===== config.mk =====
export PLATFORM = sky130hd
export DESIGN_NAME = pwm_capture
export DESIGN_NICKNAME = d
export VERILOG_FILES = /design/src/rtl/pwm_capture.sv
export SDC_FILE = /design/constraint.sdc
export NUM_CORES = 1
export LEC_CHECK = 0
export ABC_AREA = 1
export BUFFER_PORTS_ARGS = -buffer_cell sky130_fd_sc_hd__buf_2
export CAP_MARGIN = 15
export CORE_ASPECT_RATIO = 0.5
export CORE_MARGIN = 2
export CORE_UTILIZATION = 52
export CTS_BUF_LIST = sky130_fd_sc_hd__clkbuf_16
export CTS_CLUSTER_SIZE = 16
export DETAILED_ROUTE_END_ITERATION = 16
export PLACE_DENSITY_LB_ADDON = 0.25
export SLEW_MARGIN = 20
export SYNTH_ARGS = -nofsm -noshare
export SYNTH_HDL_FRONTEND = slang
export SYNTH_SLANG_ARGS = --single-unit

===== constraint.sdc =====
create_clock -name clk_in -period 2.19 [get_ports clk_in]
set_input_delay 0.5475 -clock clk_in [delete_from_list [all_inputs] [get_ports clk_in]]
set_output_delay 0.5475 -clock clk_in [all_outputs]
set_load 0.1 [all_outputs]

===== src/rtl/pwm_capture.sv =====
// PWM receiver: measures high time and rising-to-rising period of pwm_in in
// clk_in cycles, strobes valid per complete period, flags loss of signal.
module pwm_capture #(
  parameter int unsigned CNT_W   = 16,
  parameter int unsigned TIMEOUT = 65535
) (
  input  logic             clk_in,
  input  logic             rst,
  input  logic             pwm_in,
  output logic [CNT_W-1:0] high_time,
  output logic [CNT_W-1:0] period,
  output logic             valid,
  output logic             timeout
);

  localparam logic [CNT_W-1:0] TO_VAL = CNT_W'(TIMEOUT);
  localparam logic [CNT_W-1:0] ONE    = CNT_W'(1);

  typedef enum logic [1:0] {
    IDLE = 2'd0,
    HIGH = 2'd1,
    LOW  = 2'd2
  } state_t;

  state_t           state, state_nxt;
  logic             s1, s2, d;
  logic             rise, fall;
  logic [CNT_W-1:0] cnt, cnt_nxt, cnt_inc;
  logic [CNT_W-1:0] hi_lat, hi_lat_nxt;
  logic [CNT_W-1:0] high_time_nxt, period_nxt;
  logic             valid_nxt, timeout_nxt;

  // Both edges pass through the same s1/s2/d chain, so their delays cancel.
  always_ff @(negedge clk_in or posedge rst) begin
    if (rst) begin
      s1 <= 1'b0;
      s2 <= 1'b0;
      d  <= 1'b0;
    end else begin
      s1 <= pwm_in;
      s2 <= s1;
      d  <= s2;
    end
  end

  assign rise    = s2 & ~d;
  assign fall    = ~s2 & d;
  assign cnt_inc = (cnt == TO_VAL) ? cnt : cnt + ONE;

  always_ff @(negedge clk_in or posedge rst) begin
    if (rst) begin
      state     <= IDLE;
      cnt       <= '0;
      hi_lat    <= '0;
      high_time <= '0;
      period    <= '0;
      valid     <= 1'b0;
      timeout   <= 1'b0;
    end else begin
      state     <= state_nxt;
      cnt       <= cnt_nxt;
      hi_lat    <= hi_lat_nxt;
      high_time <= high_time_nxt;
      period    <= period_nxt;
      valid     <= valid_nxt;
      timeout   <= timeout_nxt;
    end
  end

  // Edges are tested before the timeout condition so an edge always wins.
  always_comb begin
    state_nxt     = state;
    cnt_nxt       = cnt;
    hi_lat_nxt    = hi_lat;
    high_time_nxt = high_time;
    period_nxt    = period;
    valid_nxt     = 1'b0;
    timeout_nxt   = timeout;
    unique case (state)
      IDLE: begin
        if (rise) begin
          cnt_nxt   = ONE;
          state_nxt = HIGH;
        end
      end
      HIGH: begin
        if (fall) begin
          hi_lat_nxt = cnt;
          cnt_nxt    = cnt_inc;
          state_nxt  = LOW;
        end else if (cnt == TO_VAL) begin
          timeout_nxt = 1'b1;
          cnt_nxt     = '0;
          state_nxt   = IDLE;
        end else begin
          cnt_nxt = cnt_inc;
        end
      end
      LOW: begin
        if (rise) begin
          period_nxt    = cnt;
          high_time_nxt = hi_lat;
          valid_nxt     = 1'b1;
          timeout_nxt   = 1'b0;
          cnt_nxt       = ONE;
          state_nxt     = HIGH;
        end else if (cnt == TO_VAL) begin
          timeout_nxt = 1'b1;
          cnt_nxt     = '0;
          state_nxt   = IDLE;
        end else begin
          cnt_nxt = cnt_inc;
        end
      end
      default: begin
        cnt_nxt   = '0;
        state_nxt = IDLE;
      end
    endcase
  end

endmodule


==> results of run 1 <==
==> kinds of logic after synthesis <==
group	count (synthesis)	synth area share, %
flops	71	55.0
xor+xnor	4	1.09
fa+ha+maj	2	0.775
simple gates	213	28.4
compound gates	54	8.95
buf+inv	42	5.70
==> power groups by stage <==
stage	clock network, uW	logic [uW]	registers, uW
2_1_floorplan	0	523	2000
3_3_place_gp	0	1280	1620
3_5_place_dp	0	1320	1640
4_1_cts	1420	1360	1620
5_1_grt	1470	1460	1640
6_report	1400	1370	1620
==> cell type report <==
cell class,count,area [um^2],area share (%)
clock buffer,9,225,5.10
clock inverter,6,62.6,1.42
inverter,29,113,2.55
multi-input combinational,273,1270,28.7
sequential,71,1780,40.3
tap,88,110,2.50
timing repair buffer,55,858,19.4
==> cell usage in the layout (no fill, tap or decap), types with 4 or more instances in the layout <==
| master | instances |
|---|---|
| a21oi_1 | 4 |
| buf_12 | 36 |
| buf_4 | 17 |
| clkbuf_16 | 9 |
| dfrtn_1 | 71 |
| inv_1 | 26 |
| nand2_1 | 140 |
| nand2_2 | 6 |
| nand3_1 | 21 |
| nand4_1 | 11 |
| nor2_1 | 24 |
| nor2_2 | 5 |
| o21ai_0 | 43 |
| xor2_1 | 4 |
==> repair_timing <==
item	in CTS	in global routing
cloned	0	0
endpoints found under the setup margin	34	34
pin swaps	0	0
buffers inserted	9	6
==> sequential cells by signal (all words and copies together) (netlist names) <==
| name | count |
|---|---|
| state | 2 |
| valid | 1 |
| d | 1 |
| period | 16 |
| s1 | 1 |
| high_time | 16 |
| cnt | 16 |
| timeout | 1 |
| hi_lat | 16 |
| s2 | 1 |
==> stage by stage <==
| stage | std cells | setup TNS [ns] |
|---|---|---|
| final | 531 | -14.83 |
| after global placement | 501 | -2.48 |
| after global routing | 531 | -15.61 |
| after floorplan | 386 | -24.54 |
| after CTS | 525 | -14.94 |
| after detailed placement | 501 | -2.83 |
==> per-layer routing <==
layer	routed length, um	GRT usage [%]
met4	133	7.40
met2	3750	41.4
met3	471	6.90
met5	0	0
met1	3480	33.0
==> path summary, 6_finish.rpt <==
check | slack [ns] | depth (start not counted) | end | from
max in group asynchronous | 0.67 | 3 | cnt[14]$_DFFE_NP0P_ | rst
min in group asynchronous | 1.26 | 3 | high_time[15]$_DFFE_NP0P_ | rst
worst min-delay path | 0.30 | 0 | s2$_DFF_NP0_ | s1$_DFF_NP0_
worst max-delay path | -0.47 | 1 | period[7] | period[7]$_DFFE_NP0P_
worst min register to register | 0.30 | 0 | s2$_DFF_NP0_ | s1$_DFF_NP0_
worst max register to register | 0.09 | 9 | cnt[6]$_DFFE_NP0P_ | cnt[0]$_DFFE_NP0P_
==> impl_metrics.csv, run 1 <==
group,metric,value,unit
outcome,outcome,"finished with violations",
outcome,violations,"negative setup slack",
cells_and_area,design_area,4410,um^2
routing,drtIter0Drc,249,
floorplanning,rows,20,
sta,slew_violations,0,
routing,drt_wl_total,7840,um
sta,finalSetupViolCount,34,
global_route,grt_pass1_vias,2635,
critical_path,slowest_stage,"dfrtn_1",
logic_synthesis,syn_nets,391,
logic_synthesis,synth-edff-count,0,
logic_synthesis,synth-seq-cells,71,
floorplanning,start_util,53.5,%
routing,drc,0,
clock_tree,htree_levels,3,
clock_tree,post_cts_resized,0,
sta,fin_skew,0.00607,ns
clock_tree,cts_tree,"done",
placed_design,pre_cts_ws,-0.117,ns
logic_synthesis,synth_area_leaders,"dfrtn_1 (55%), nand2_1 (16%), o21ai_0 (6.7%)",
pwr,power_frac_clock,31.9,%
routing,drtPass1Iterations,4,
clock_tree,insertion_delay,0.34,ns
logic_synthesis,synth_largest_area_cell,"dfrtn_1",
floorplanning,io_pins,37,
logic_synthesis,synth_cell_types,26,
floorplanning,die_w,115,um
logic_synthesis,async_reset_ff_share,100,%
critical_path,crit_family,"flip-flops",
logic_synthesis,syn_area,3230,um^2
clock_tree,hold_buffers,0,
sta,relSlewSlack,52.5,%
clock_tree,clock_sinks,71,
cells_and_area,diodes,0,
cells_and_area,utilization,73.2,%
placed_design,io_buffers,36,
pwr,power_frac_seq,36.9,%
pwr,p_comb_share,31.1,%
clock_tree,path_clk_slew,0.04,ns
pwr,leakage,0.00212,uW
critical_path,max_stage_delay,0.48,ns
global_route,antenna_found_initial,0,
critical_path,path_max_fanout,2,
logic_synthesis,synth-seq-area-share,55.0,%
logic_synthesis,synth.most_common_cell,"nand2_1",
sta,worstMarginPinSlew,0.710,ns
floorplanning,die_height,59.7,um
critical_path,endpoint_kind,"output port",
floorplanning,core,6030,um^2
flow_run,cap_violations,0,
global_route,grt-ovfl-total,0,
clock_tree,clock-root-buffer,"clkbuf_16",
pwr,switching_share,36.9,%
global_route,grt_max_degree,50,
sta,hold_viol,0,
cells_and_area,layout.nets,444,
placed_design,dp_hpwl,5380,um
placed_design,dpl_cell_area,4010,um^2
min_path,hold_class,"reg2reg",
pwr,p_total,4390,uW
global_route,grt_usage,25.0,%
cells_and_area,drive_gt1_share,20.3,%
placed_design,place.gp.congestion,0.908,
pwr,power_switching,1620,uW
cells_and_area,fillerInstances,415,
critical_path,startpoint_type,"register",
clock_tree,cts_buffer_depth,2,
routing,vias,2821,
sta,holdWs,0.301,ns
cells_and_area,syn_to_final_growth,36.7,%
critical_path,worstPathCellList,"buf_12",
floorplanning,design.die.area,6890,um^2
sta,grt_setup_unrepaired,"yes",
logic_synthesis,synthCells,386,
logic_synthesis,yosys-top-cells-count,"nand2_1 (140), dfrtn_1 (71), o21ai_0 (43)",
routing,drt-vias-per-instance,5.31,
clock_tree,numCtsBuffers,9,
sta,finalWorstSetupSlack,-0.470,ns
critical_path,critPathBufInv,1,
logic_synthesis,ys_warn_count,0,
global_route,grt_pass1_wl,12900,um
critical_path,critPathKind,"reg2out",
logic_synthesis,synth_top_flop_cell,"dfrtn_1",
routing,postRouteAntennaNets,0,
routing,wl_per_cell,14.8,um
logic_synthesis,syn_area_per_cell,8.36,um^2
critical_path,arrival,2.11,ns
critical_path,required,1.64,ns
pwr,internal-power,2770,uW
logic_synthesis,synthDominantCellAreaShare,55.0,%
pwr,peakVddDrop,0.522,mV
pwr,power_density,996,nW/um^2
No activity file was read; power rests on OpenSTA's default activity.
==> inputs of run 2 (changes only) <==
- CORE_UTILIZATION: 52 -> 58
- clock period: 2.19 -> 2.7 ns (I/O delays scaled with it)
==> impl_metrics.csv, run 2 (same netlist as run 1, synthesis figures left out) <==
group,metric,value,unit
outcome,outcome,"finished with violations",
outcome,violations,"negative setup slack",
placed_design,dpl_cell_area,4000,um^2
sta,relSlewSlack,52.4,%
sta,finalSetupViolCount,34,
routing,drc,0,
routing,wl_per_cell,16.4,um
routing,postRouteAntennaNets,0,
routing,drtIter0Drc,342,
floorplanning,io_pins,37,
critical_path,worstPathCellList,"buf_12",
clock_tree,cts_buffer_depth,2,
sta,fin_skew,0.00676,ns
critical_path,endpoint_kind,"output port",
critical_path,required,2.03,ns
cells_and_area,seq_area,1780,um^2
sta,worstMarginPinSlew,0.711,ns
clock_tree,insertion_delay,0.35,ns
cells_and_area,utilization,80.2,%
cells_and_area,syn_to_final_growth,34.7,%
critical_path,startpoint_type,"register",
flow_run,cap_violations,0,
global_route,grt_pass1_vias,2812,
cells_and_area,layout_common_cells,"nand2_1 (140), dfrtn_1 (71), o21ai_0 (43), buf_12 (36), inv_1 (26)",
floorplanning,core,5420,um^2
sta,slew_violations,0,
clock_tree,numCtsBuffers,9,
floorplanning,design.die.area,6210,um^2
critical_path,slowest_stage,"dfrtn_1",
global_route,grt-ovfl-total,0,
min_path,hold_class,"reg2reg",
floorplanning,rows,19,
routing,drt-vias-per-instance,5.77,
clock_tree,post_cts_resized,0,
global_route,grt_max_degree,50,
pwr,power_density,823,nW/um^2
floorplanning,die_w,110,um
floorplanning,start_util,59.6,%
routing,vias,2951,
clock_tree,path_clk_slew,0.05,ns
clock_tree,hold_buffers,0,
critical_path,critPathBufInv,1,
cells_and_area,multi_input_area,1270,um^2
global_route,antenna_found_initial,0,
critical_path,crit_family,"flip-flops",
clock_tree,clock_sinks,71,
clock_tree,cts_tree,"done",
critical_path,path_max_fanout,2,
placed_design,dp_hpwl,5200,um
critical_path,critPathKind,"reg2out",
critical_path,arrival,2.37,ns
placed_design,place.gp.congestion,0.935,
cells_and_area,final_common_cell,"nand2_1",
placed_design,pre_cts_ws,0.0288,ns
routing,drt_wl_total,8400,um
cells_and_area,design_area,4350,um^2
critical_path,cp-startpoint,"period[0]$_DFFE_NP0P_",
global_route,grt_pass1_wl,13600,um
global_route,grt_usage,29.5,%
placed_design,io_buffers,36,
critical_path,max_stage_delay,0.48,ns
clock_tree,htree_levels,3,
critical_path,r2r_start,"cnt[0]$_DFFE_NP0P_",
pwr,leakage,0.00207,uW
floorplanning,die_height,56.8,um
cells_and_area,diodes,0,
routing,drtPass1Iterations,6,
pwr,peakVddDrop,0.585,mV
sta,finalWorstSetupSlack,-0.347,ns
min_path,hp-start,"s1$_DFF_NP0_",
sta,grt_setup_unrepaired,"yes",
sta,hold_viol,0,
cells_and_area,layout.nets,438,
clock_tree,clock-root-buffer,"clkbuf_16",
cells_and_area,fillerInstances,303,
cells_and_area,drive_gt1_share,19.4,%
[run 2: cell count changes in the layout (fill, tap and decap cells not counted), sizes merged]
cell / before / now
bufinv: 1 / 0
inv: 28 / 32
clkinv: 5 / 1
clkinvlp: 1 / 3
buf: 55 / 49
[run 2: worst reg2reg max path: cells and delay by family, from the launching register on]
kind / cells / cell delay [ns]
buffers and inverters: 2 / 0.30
and+or+nand+nor: 6 / 0.83
adders and majority gates: 1 / 0.33
DFF: 1 / 0.47
[run 2: layout make-up]
class,count,share of cell area (%)
clock buffers,9,5.18
clock inverters,7,1.41
inverters,29,2.59
multi-input cells,273,29.2
flip-flops and latches,71,40.9
well taps,73,2.10
repair buffers,49,18.7
[run 2: report_power, final]
group / internal [uW] / total (uW) / switching, uW / leakage [uW]
logic: 346 / 1120 / 777 / 0.000968
clock network: 639 / 1140 / 504 / 0.000135
registers: 1200 / 1310 / 119 / 0.000971
[run 2: final timing paths]
check | depth (start not counted) | to | slack, ns
worst min-delay path | 0 | s2$_DFF_NP0_ | 0.30
worst max register to register | 9 | cnt[6]$_DFFE_NP0P_ | 0.60
min in group asynchronous | 2 | hi_lat[15]$_DFFE_NP0P_ | 1.51
max in group asynchronous | 3 | cnt[8]$_DFFE_NP0P_ | 0.71
worst min register to register | 0 | s2$_DFF_NP0_ | 0.30
worst max-delay path | 1 | period[0] | -0.35
[run 2: metal layers]
metal,part of all wire (%),track usage (%),vias up
met5,0,0,-
met4,3.0,13.0,0
met3,8.8,9.29,40
met2,46,43.9,179
met1,42,40.1,1396
li1,-,-,1336
[run 2: what timing repair did]
item,CTS,global route
endpoints found under the setup margin,34,34
buffers inserted,6,2
hold endpoints to repair,0,0
[run 2: per-stage QoR]
stage	TNS (ns)	hold WS, ns	std cells	total power, uW
after global placement	0	0.297	487	2360
after global routing	-11.37	0.303	511	3700
final	-10.70	0.297	511	3580
after floorplan	-11.15	0.292	386	2050
after detailed placement	0	0.301	487	2400
after CTS	-10.52	0.301	509	3560
